**src/rtl/nearcmp_multi.sv**
```systemverilog
// nearcmp_multi: nearest-hit tracker for NRAYS independent ray slots.
// Each slot is a small EMPTY/HELD FSM holding the closest accepted hit
// (t, u, v, triid). Readout of slot rd_ray is registered with one cycle of
// latency and reads the slot before any same-cycle update.
// Optional feature: define NEARCMP_HITCNT_EN to add an 8-bit saturating
// per-slot accept counter, exposed on hit_cnt.
module nearcmp_multi #(
  parameter int T_W        = 32,
  parameter int UV_W       = 16,
  parameter int ID_W       = 16,
  parameter int NRAYS      = 4,
  parameter int TIE_LATEST = 0
) (
  input  logic                     clk,
  input  logic                     globalreset,
  input  logic                     in_valid,
  input  logic [$clog2(NRAYS)-1:0] in_ray,
  input  logic                     hit,
  input  logic [T_W-1:0]           tin,
  input  logic [UV_W-1:0]          uin,
  input  logic [UV_W-1:0]          vin,
  input  logic [ID_W-1:0]          triidin,
  input  logic                     clr,
  input  logic [$clog2(NRAYS)-1:0] rd_ray,
  output logic [T_W-1:0]           t,
  output logic [UV_W-1:0]          u,
  output logic [UV_W-1:0]          v,
  output logic [ID_W-1:0]          triid,
  output logic                     anyhit,
`ifdef NEARCMP_HITCNT_EN
  output logic [7:0]               hit_cnt,
`endif
  output logic [NRAYS-1:0]         held_mask
);

  localparam int RW = $clog2(NRAYS);

  typedef enum logic {
    EMPTY = 1'b0,
    HELD  = 1'b1
  } slot_state_e;

  slot_state_e     state_r   [NRAYS];
  slot_state_e     state_nxt [NRAYS];
  logic            acc       [NRAYS];
  logic            ld        [NRAYS];
  logic [T_W-1:0]  t_r       [NRAYS];
  logic [UV_W-1:0] u_r       [NRAYS];
  logic [UV_W-1:0] v_r       [NRAYS];
  logic [ID_W-1:0] id_r      [NRAYS];

  // Decode which slot (if any) the current beat is a real hit for.
  always_comb begin
    for (int i = 0; i < NRAYS; i++) begin
      acc[i] = in_valid & hit & (in_ray == RW'(i));
    end
  end

  // Next-state and latch-enable decision for every slot.
  always_comb begin
    for (int i = 0; i < NRAYS; i++) begin
      state_nxt[i] = state_r[i];
      ld[i]        = 1'b0;
      case (state_r[i])
        EMPTY: begin
          if (acc[i]) begin
            state_nxt[i] = HELD;
            ld[i]        = 1'b1;
          end else begin
            state_nxt[i] = EMPTY;
          end
        end
        HELD: begin
          if (clr && (in_ray == RW'(i))) begin
            // New ray: any candidate wins; without one the slot empties.
            if (acc[i]) begin
              state_nxt[i] = HELD;
              ld[i]        = 1'b1;
            end else begin
              state_nxt[i] = EMPTY;
            end
          end else if (acc[i]) begin
            state_nxt[i] = HELD;
            if (tin < t_r[i]) begin
              ld[i] = 1'b1;
            end else if ((tin == t_r[i]) && (TIE_LATEST != 0)) begin
              ld[i] = 1'b1;
            end else begin
              ld[i] = 1'b0;
            end
          end else begin
            state_nxt[i] = HELD;
          end
        end
        default: begin
          state_nxt[i] = EMPTY;
          ld[i]        = 1'b0;
        end
      endcase
    end
  end

  // Slot state register.
  always_ff @(posedge clk or posedge globalreset) begin
    if (globalreset) begin
      for (int i = 0; i < NRAYS; i++) begin
        state_r[i] <= EMPTY;
      end
    end else begin
      for (int i = 0; i < NRAYS; i++) begin
        state_r[i] <= state_nxt[i];
      end
    end
  end

  // Held-mask output taken straight from the state flops.
  always_comb begin
    for (int i = 0; i < NRAYS; i++) begin
      held_mask[i] = (state_r[i] == HELD);
    end
  end

  // Stored hit fields; all four update together when the slot latches.
  always_ff @(posedge clk or posedge globalreset) begin
    if (globalreset) begin
      for (int i = 0; i < NRAYS; i++) begin
        t_r[i]  <= {T_W{1'b0}};
        u_r[i]  <= {UV_W{1'b0}};
        v_r[i]  <= {UV_W{1'b0}};
        id_r[i] <= {ID_W{1'b0}};
      end
    end else begin
      for (int i = 0; i < NRAYS; i++) begin
        if (ld[i]) begin
          t_r[i]  <= tin;
          u_r[i]  <= uin;
          v_r[i]  <= vin;
          id_r[i] <= triidin;
        end
      end
    end
  end

  // Registered readout of slot rd_ray (pre-update values).
  always_ff @(posedge clk or posedge globalreset) begin
    if (globalreset) begin
      t      <= {T_W{1'b0}};
      u      <= {UV_W{1'b0}};
      v      <= {UV_W{1'b0}};
      triid  <= {ID_W{1'b0}};
      anyhit <= 1'b0;
    end else begin
      t      <= t_r[rd_ray];
      u      <= u_r[rd_ray];
      v      <= v_r[rd_ray];
      triid  <= id_r[rd_ray];
      anyhit <= (state_r[rd_ray] == HELD);
    end
  end

`ifdef NEARCMP_HITCNT_EN
  logic [7:0] cnt_r   [NRAYS];
  logic [7:0] cnt_nxt [NRAYS];

  // Saturating accept counter; clr restarts it (at 1 if the clr beat accepts).
  always_comb begin
    for (int i = 0; i < NRAYS; i++) begin
      cnt_nxt[i] = cnt_r[i];
      if (clr && (in_ray == RW'(i))) begin
        cnt_nxt[i] = acc[i] ? 8'd1 : 8'd0;
      end else if (acc[i] && (cnt_r[i] != 8'd255)) begin
        cnt_nxt[i] = cnt_r[i] + 8'd1;
      end else begin
        cnt_nxt[i] = cnt_r[i];
      end
    end
  end

  // Counter storage and its registered readout.
  always_ff @(posedge clk or posedge globalreset) begin
    if (globalreset) begin
      for (int i = 0; i < NRAYS; i++) begin
        cnt_r[i] <= 8'd0;
      end
      hit_cnt <= 8'd0;
    end else begin
      for (int i = 0; i < NRAYS; i++) begin
        cnt_r[i] <= cnt_nxt[i];
      end
      hit_cnt <= cnt_r[rd_ray];
    end
  end
`endif

endmodule

```
**config.mk**
```make
export PLATFORM = sky130hd
export DESIGN_NAME = nearcmp_multi
export DESIGN_NICKNAME = d
export VERILOG_FILES = /design/src/rtl/nearcmp_multi.sv
export SDC_FILE = /design/constraint.sdc
export NUM_CORES = 1
export LEC_CHECK = 0
export BUFFER_PORTS_ARGS = -buffer_cell sky130_fd_sc_hd__buf_2
export CORE_AREA = 2 2 201 203
export DETAILED_ROUTE_END_ITERATION = 10
export DIE_AREA = 0 0 203 205
export PLACE_DENSITY = 0.66
export SLEW_MARGIN = 20
export SYNTH_ARGS = -nofsm -noshare
export SYNTH_HDL_FRONTEND = slang
export SYNTH_SLANG_ARGS = --single-unit
```
**constraint.sdc**
```tcl
create_clock -name clk -period 15.11 [get_ports clk]
set_clock_uncertainty 0.15 [all_clocks]
set_input_delay 0.7555 -clock clk [delete_from_list [all_inputs] [get_ports clk]]
set_output_delay 0.7555 -clock clk [all_outputs]
set_load 0.05 [all_outputs]
```
Word level (Yosys, flattened, before mapping)

Cells that the tools add are included.

Register bits: 405
Input port bits: 89
Output and inout bits: 85
Word-level logic and storage cells: 91

Order comparisons: 5
Equality and inequality tests: 3
Mux-type cells: 43
Bitwise gates (word level): 10
Reduce and logical (&&, ||, !) cells: 5

Operator list:

| cell               | count |
|---|---|
| $lt 32x32->1       | 4 |
| $bmux 16 s2        | 3 |
| $mux 16            | 6 |
| $bmux 32 s2        | 1 |
| $mux 32            | 2 |
| $mux 1             | 22 |
| $pmux 1 s2         | 8 |
| $and 1x1->1        | 5 |
| $eq 2x2->1 const B | 2 |
| $logic_and 1x1->1  | 4 |
| $not 1->1          | 4 |
| $ge 3x3->1 const B | 1 |
| $not 2->3          | 1 |
| $bmux 1 s2         | 1 |
| $eq 2x1->1 const B | 1 |
| $logic_not 2->1    | 1 |

Longest topological paths before layout

Gate-level depths: netlist of run 1.

Depth in word-level cells: 5
Depth in mapped cells: 9
Depth with buffers taken out: 8

Worst setup path before layout of run 1

OpenSTA, ideal clock, no wires.

Path type: input to register
From: input port tin[26]
To: register t_r[69] (netlist bit)
Library setup time: 0.125 ns
Data arrival time: 2.754 ns
Data required time: 14.835 ns
Setup slack: 12.081 ns
Stages: 8
Buffers on the path: 1
Cells stage by stage: ha_1 -> and4_1 -> nor4b_1 -> a221oi_1 -> o21ai_0 -> a32oi_4 -> buf_6 -> mux2_2

Word-level cells in the longest chain between the ends: 5

Ends and longest elaborated chain:

| what                          | RTL line | RTL |
|---|---|---|
| start, declared               | 19       | `input logic [T_W-1:0] tin,` |
| $lt 32x32->1                  | 84       | `if (tin < t_r[i]) begin` |
| $mux 1                        | 84       |  |
| $mux 1                        | 82       | `end else if (acc[i]) begin` |
| $mux 1                        | 74       | `if (clr && (in_ray == RW'(i))) begin` |
| $pmux 1 s2                    | 64       | `case (state_r[i])` |
| end signal, assigned by index | 127      | `t_r[i] <= {T_W{1'b0}};` |
| end signal, assigned by index | 135      | `t_r[i] <= tin;` |
| end, declared                 | 47       | `logic [T_W-1:0] t_r [NRAYS];` |

Every way passes these cells.
A chain may end at the register's enable or synchronous reset.

Final worst setup path of run 1

From: register t_r[45] (netlist bit)
To: register t_r[57] (netlist bit)

Word-level cells in the longest chain between the ends: 5

Ends and longest elaborated chain:

| what         | RTL line |
|---|---|
| $lt 32x32->1 | 84 |
| $mux 1       | 84 |
| $mux 1       | 82 |
| $mux 1       | 74 |
| $pmux 1 s2   | 64 |

Every way passes these cells.

==> impl_metrics.toml, run 1 <==
[sta]
rsz0062_at_grt = "false"
max_freq_mhz = 225
setup_viol = 0
finalHoldViolations = 0
slew_headroom = 0.277
period_share = 0.294
maxSlewViolCount = 0
fin_setup_tns_ns = 0
worst_slew_pin_slew_ns = 1.08
period_minus_slack_ns = 4.44

[clocking]
h-tree-depth = 2
clockBufferDepth = 3
cts_tree = "done"
cts.repair.resized = 0
cts_setup_buffers = 0
cts_hold_buf = 0
cts_sinks = 405
cts_inserted_buffers = 45
cts_root_buffer = "clkbuf_16"
clk_pin_slew_ns = 0.06
insertion_delay_ns = 0.56

[setup_path]
crit_top_cell = "buf_4"
path_delay_family = "buffers and inverters"
cp_max_fo = 35
cp.required_ns = 15.40
crit_start = "t_r[45]"
startpoint_type = "register"
rr_endpoint = "t_r[57]"
crit_slowest_cell = "buf_4"
endpoint = "t_r[57]"
reg2reg_from = "t_r[45]"
cp_num_buf_inv = 3
r2r_slack_ns = 10.67
cp-end-kind = "register"
criticalPathCategory = "register to register"
cp_num_cells = 10
r2r_cells = 10
cpPeakStageDelay_ns = 0.75
arrival_ns = 4.73
path_cells = "inv_1 -> ha_1 -> a211oi_1 -> nor2_1 -> a2111oi_2 -> o211ai_1 -> a22oi_4 -> buf_4 -> buf_4 -> mux2_4"

[layout]
multiInputGateArea_sq_um = 8520
most-common-layout-cells = "dfrtp_1 (405), mux2_2 (233), buf_2 (171)"
fin_util = 0.564
final_design_area_no_fill_sq_um = 22200
synthToLayoutAreaGrowth_pct = 13.9
layout_commonest_cell = "dfrtp_1"
nFillCells = 3232
nets = 1717
final-seq-area_sq_um = 10100
drive_gt1_frac = 0.430

[synth]
synthArstFlopShare = 1.00
synth_top_family_by_area = "multiplexers"
synthCells = 1320
synthMuxAreaShare = 0.294
synth_compound_area_frac = 0.0359
synthDistinctLibCells = 46
synth_xor_area_frac = 0
syn-mean-instance-area_sq_um = 14.8
ys_ff_latch = 405
syn-cell-area_sq_um = 19500
syn_nets = 1533
synth_simple_gate_area_frac = 0.0261
synthFlopType = "dfrtp_1"
yosysWarningCount = 0
synth_fa_ha_area_frac = 0.0795
synth_edf_count = 0
ys_seq_area_frac = 0.520

[routing]
via_per_inst = 5.47
finalWirelength_um = 41600
drt-initial-drc-count = 511
post_drt_wl_per_cell_um = 20.2
first_pass_iters = 5
drc_errors = 0
vias = 11288
drtAntennaViolNets = 0

[floorplanning]
start_util = 0.495
core_sq_um = 39400
die_y_um = 205
io_pins = 174
die-area_sq_um = 41600
die_x_um = 203
rows = 73

[global_routing]
grt-ovfl-total = 0
grt_pass1_vias = 11792
grt_start_max_net_pins = 113
antenna_found_initial = 3
grt_pass1_wl_um = 66500
grt_use_total = 0.206

[run]
drv_cap = 0

[placed_design]
numPortBuffers = 173
routabilityCongestion = 0.826
dp_hpwl_um = 26400
postPlaceCellArea_sq_um = 20800

[outcome]
outcome = "complete, no violations"

[min_path]
hold_class = "input pin to asynchronous set/reset pin"

[pwr]
powerDensity_nw_per_um2 = 207
ir_drop_mv = 0.130
leakage_nw = 10.2
[stage by stage]
step | total power, mW | instances | setup slack, ns | hold slack (ns)
detailed placement | 3.58 | 1981 | 10.14 | 0.337
CTS | 4.65 | 2060 | 10.67 | 0.205
global placement | 3.53 | 1981 | 10.13 | 0.321
floorplan | 3.15 | 1320 | 2.94 | 0.303
global route | 4.89 | 2061 | 10.39 | 0.258
finish | 4.60 | 2062 | 10.67 | 0.174
[logic make-up after synthesis]
family | Yosys count
DFF | 405
muxes | 401
buffers and inverters | 178
adders and majority gates | 124
AOI/OAI and AO/OA | 109
and+or+nand+nor | 103
[flip-flops by register name, summed over array words and instances, names as in the netlist]
signal / count
anyhit: 1
held_mask: 4
id_r: 64
t: 32
t_r: 128
triid: 16
u: 16
u_r: 64
v: 16
v_r: 64
[cell type report]
type | instances | area share
inverter | 128 | 0.0220
antenna | 1 | 0.000113
multi-input combinational | 737 | 0.384
clock buffer | 66 | 0.0587
timing repair buffer | 187 | 0.0450
clock inverter | 13 | 0.00490
sequential | 405 | 0.456
tap | 525 | 0.0296
[power by group]
| part | switching, mW | internal, mW |
|---|---|---|
| combinational | 0.909 | 0.774 |
| clock | 0.433 | 0.615 |
| sequential | 0.283 | 1.59 |
| total | 1.63 | 2.98 |
[worst min-delay path by stage]
stage,from,endpoint,slack (ns),depth (start not counted)
2_1_floorplan,v_r[40],v_r[40],0.30,1
6_report,globalreset,u_r[43],0.17,2
4_1_cts,globalreset,t_r[65],0.21,2
5_1_grt,globalreset,u_r[43],0.26,2
3_5_place_dp,v_r[40],v_r[40],0.34,1
3_3_place_gp,v_r[40],v_r[40],0.32,1
[synth_stat cells (2+ instances only)]
library cell	n	area share
dfrtp_1	405	0.52
mux2_2	233	0.13
inv_1	128	0.025
ha_1	124	0.080
mux4_2	81	0.094
mux2_4	80	0.062
a21oi_1	48	0.012
nand2_1	45	0.0087
o21ai_0	24	0.0062
buf_6	16	0.0092
nand4_1	14	0.0045
buf_2	10	0.0026
clkbuf_1	9	0.0017
nor2_1	9	0.0017
nor3_1	9	0.0023
clkbuf_8	8	0.0056
nand3_1	8	0.0021
buf_1	7	0.0013
mux2_1	7	0.0040
a211oi_1	6	0.0023
a221oi_1	4	0.0018
nand2b_1	4	0.0013
nor4_1	4	0.0013
a2111oi_0	3	0.0013
a22oi_1	3	0.0012
nor4b_1	3	0.0013
a21o_1	2	0.00077
and2b_2	2	0.00090
o2111ai_1	2	0.00090
o211a_1	2	0.0010
o211ai_1	2	0.00077
o21a_1	2	0.00077
o22ai_1	2	0.00064
o41ai_1	2	0.00090
[metal layers]
metal | share of wire | global-route usage | vias up | wire length [um]
met3 | 0.040 | 0.0364 | 56 | 1650
met5 | 0.00065 | 0 | - | 27
met1 | 0.47 | 0.288 | 5889 | 19300
met4 | 0.019 | 0.0589 | 4 | 781
li1 | - | - | 5151 | -
met2 | 0.48 | 0.332 | 188 | 19800
No activity file was read; power rests on OpenSTA's default activity.
==> inputs of run 2 (changes only) <==
==> constraint.sdc (replaced) <==
create_clock -name clk -period 4.4 [get_ports clk]
set_clock_uncertainty 0.15 [all_clocks]
set_input_delay 0.22 -clock clk [delete_from_list [all_inputs] [get_ports clk]]
set_output_delay 0.22 -clock clk [all_outputs]
set_load 0.05 [all_outputs]
==> run 2 against run 1 <==
Compared with the run above: total power grew to 3.5 times the previous value; sequential power grew to 3.4 times the previous value; utilization up 2.8 points; clock-buffer cell count shrank 1; die area did not move; setup slack lost 10 ns; non-clock buffer count grew 95; final area grew 5.0%; worst hold slack got worse by 0.082 ns; global-route usage grew 0.70 points; critical path type is now input pin to register.
==> impl_metrics.toml, run 2 (synthesized netlist as in run 1, its figures left out) <==
[routing]
drt-initial-drc-count = 546
drc_errors = 0
finalWirelength_um = 42500
drtAntennaViolNets = 0
vias = 11642
first_pass_iters = 6
post_drt_wl_per_cell_um = 19.7
via_per_inst = 5.40

[layout]
diodes = 0
synthToLayoutAreaGrowth_pct = 19.6
final-seq-area_sq_um = 10100
largest_register_ffs = 128
top_register = "t_r"
nets = 1810
nFillCells = 3122
layout_commonest_cell = "dfrtp_1"
most-common-layout-cells = "dfrtp_1 (405), mux2_2 (233), buf_2 (171)"
multiInputGateArea_sq_um = 8510
final-instance-count-excl-fill = 2156
drive_gt1_frac = 0.409

[sta]
worst_slew_pin_slew_ns = 1.09
max_freq_mhz = 256
period_minus_slack_ns = 3.91
hold_ws_ns = 0.0918
maxSlewViolCount = 0
rsz0062_at_grt = "false"
finalHoldViolations = 0
slew_headroom = 0.269
period_share = 0.888
setup_viol = 0

[setup_path]
endpoint = "id_r[4]"
cp_num_buf_inv = 3
r2r_slack_ns = 0.51
path_cells = "dlygate4sd3_1 -> buf_2 -> ha_1 -> nand4_1 -> nor4_1 -> a22oi_1 -> a21oi_1 -> a31oi_4 -> buf_12 -> mux2_2"
rr_endpoint = "id_r[4]"
cp_max_fo = 66
cp-end-kind = "register"
crit_slowest_cell = "nor4_1"
cp_num_cells = 10
criticalPathCategory = "input pin to register"
reg2reg_from = "t_r[31]"
path_delay_family = "simple AND/OR/NAND/NOR gates"
cpPeakStageDelay_ns = 0.98
startpoint_type = "input pin"
crit_start = "tin[31]"
cp.required_ns = 4.69
r2r_cells = 9
arrival_ns = 4.20

[run]
drv_cap = 0

[clocking]
cts_setup_buffers = 0
clk_pin_slew_ns = 0.06
cts_tree = "done"
cts_root_buffer = "clkbuf_16"
cts_inserted_buffers = 43
insertion_delay_ns = 0.56
h-tree-depth = 2
cts_sinks = 405
clockBufferDepth = 3

[min_path]
hold_class = "input pin to register"
hold_start = "clr"

[pwr]
ir_drop_mv = 0.463
p_int_mw = 10.6
p_sw_mw = 5.61
leakage_nw = 10.7
comb_power_share = 0.363
seqPwrFrac = 0.398
switching_share = 0.347
powerDensity_nw_per_um2 = 693
p_clk_frac = 0.239

[placed_design]
numPortBuffers = 173
place_inst = 1985
dp_hpwl_um = 26600
routabilityCongestion = 0.834

[global_routing]
globalRouteMet2Util = 0.346
gr-usage-met3 = 0.0302
antenna_found_initial = 0
grt_use_total = 0.213
grt_pass1_wl_um = 69200
use_met1 = 0.298
grt_start_max_net_pins = 186
grt-busiest-layer = "met2"
grt-ovfl-total = 0
grt_pass1_vias = 12470

[floorplanning]
core_sq_um = 39400
die_y_um = 205
io_pins = 174
rows = 73
die_x_um = 203
die-area_sq_um = 41600
start_util = 0.495

[outcome]
outcome = "complete, no violations"
==> run 2: metrics by stage <==
step / setup slack, ns / setup TNS (ns) / area (sq um) / util / power [mW]
CTS: 0.632 / 0 / 23300 / 0.592 / 16.4
finish: 0.494 / 0 / 23300 / 0.593 / 16.2
global route: 0.433 / 0 / 23300 / 0.593 / 17.2
floorplan: -1.43 / -577.41 / 19500 / - / 10.8
detailed placement: 0.669 / 0 / 20900 / 0.530 / 12.3
global placement: 0.580 / 0 / 20900 / 0.530 / 12.1
==> run 2: area by class of cell <==
class / count / area share
Clock buffer: 65 / 0.0566
Clock inverter: 14 / 0.00923
Sequential cell: 405 / 0.434
Inverter: 128 / 0.0208
Multi-Input combinational cell: 737 / 0.365
Timing Repair Buffer: 282 / 0.0859
Tap cell: 525 / 0.0282
==> run 2: worst min-delay path by stage <==
| stage | slack (ns) | depth (start not counted) | to |
|---|---|---|---|
| detailed placement | 0.34 | 1 | v_r[21] |
| global placement | 0.32 | 1 | v_r[40] |
| global route | 0.10 | 4 | held_mask[2] |
| floorplan | 0.20 | 1 | t_r[71] |
| CTS | 0.06 | 4 | held_mask[2] |
| finish | 0.09 | 4 | held_mask[2] |
==> run 2: power by group through the flow <==
stage | registers, mW | logic [mW] | clock network, mW
after CTS | 6.45 | 5.94 | 3.98
after global placement | 6.42 | 5.72 | 0
after floorplan | 7.55 | 3.28 | 0
after detailed placement | 6.48 | 5.84 | 0
after global routing | 6.67 | 6.37 | 4.12
final | 6.44 | 5.87 | 3.86
==> run 2: repair_timing <==
| item | CTS | global route |
|---|---|---|
| hold buffers | 91 | 0 |
| gates resized for setup | 0 | 0 |
| endpoints found under the hold margin | 729 | 0 |
==> run 2: tightest hold or removal path: stages <==
cell      delay (ns)
buf_2           0.14
a21boi_0        0.26
inv_1           0.09
nand2_1         0.05
==> run 2: metal layers <==
| layer | up-vias | routed length [um] |
|---|---|---|
| met5 | - | 0 |
| met4 | 0 | 979 |
| met3 | 56 | 1530 |
| met2 | 182 | 20500 |
| met1 | 6058 | 19400 |
| li1 | 5346 | - |
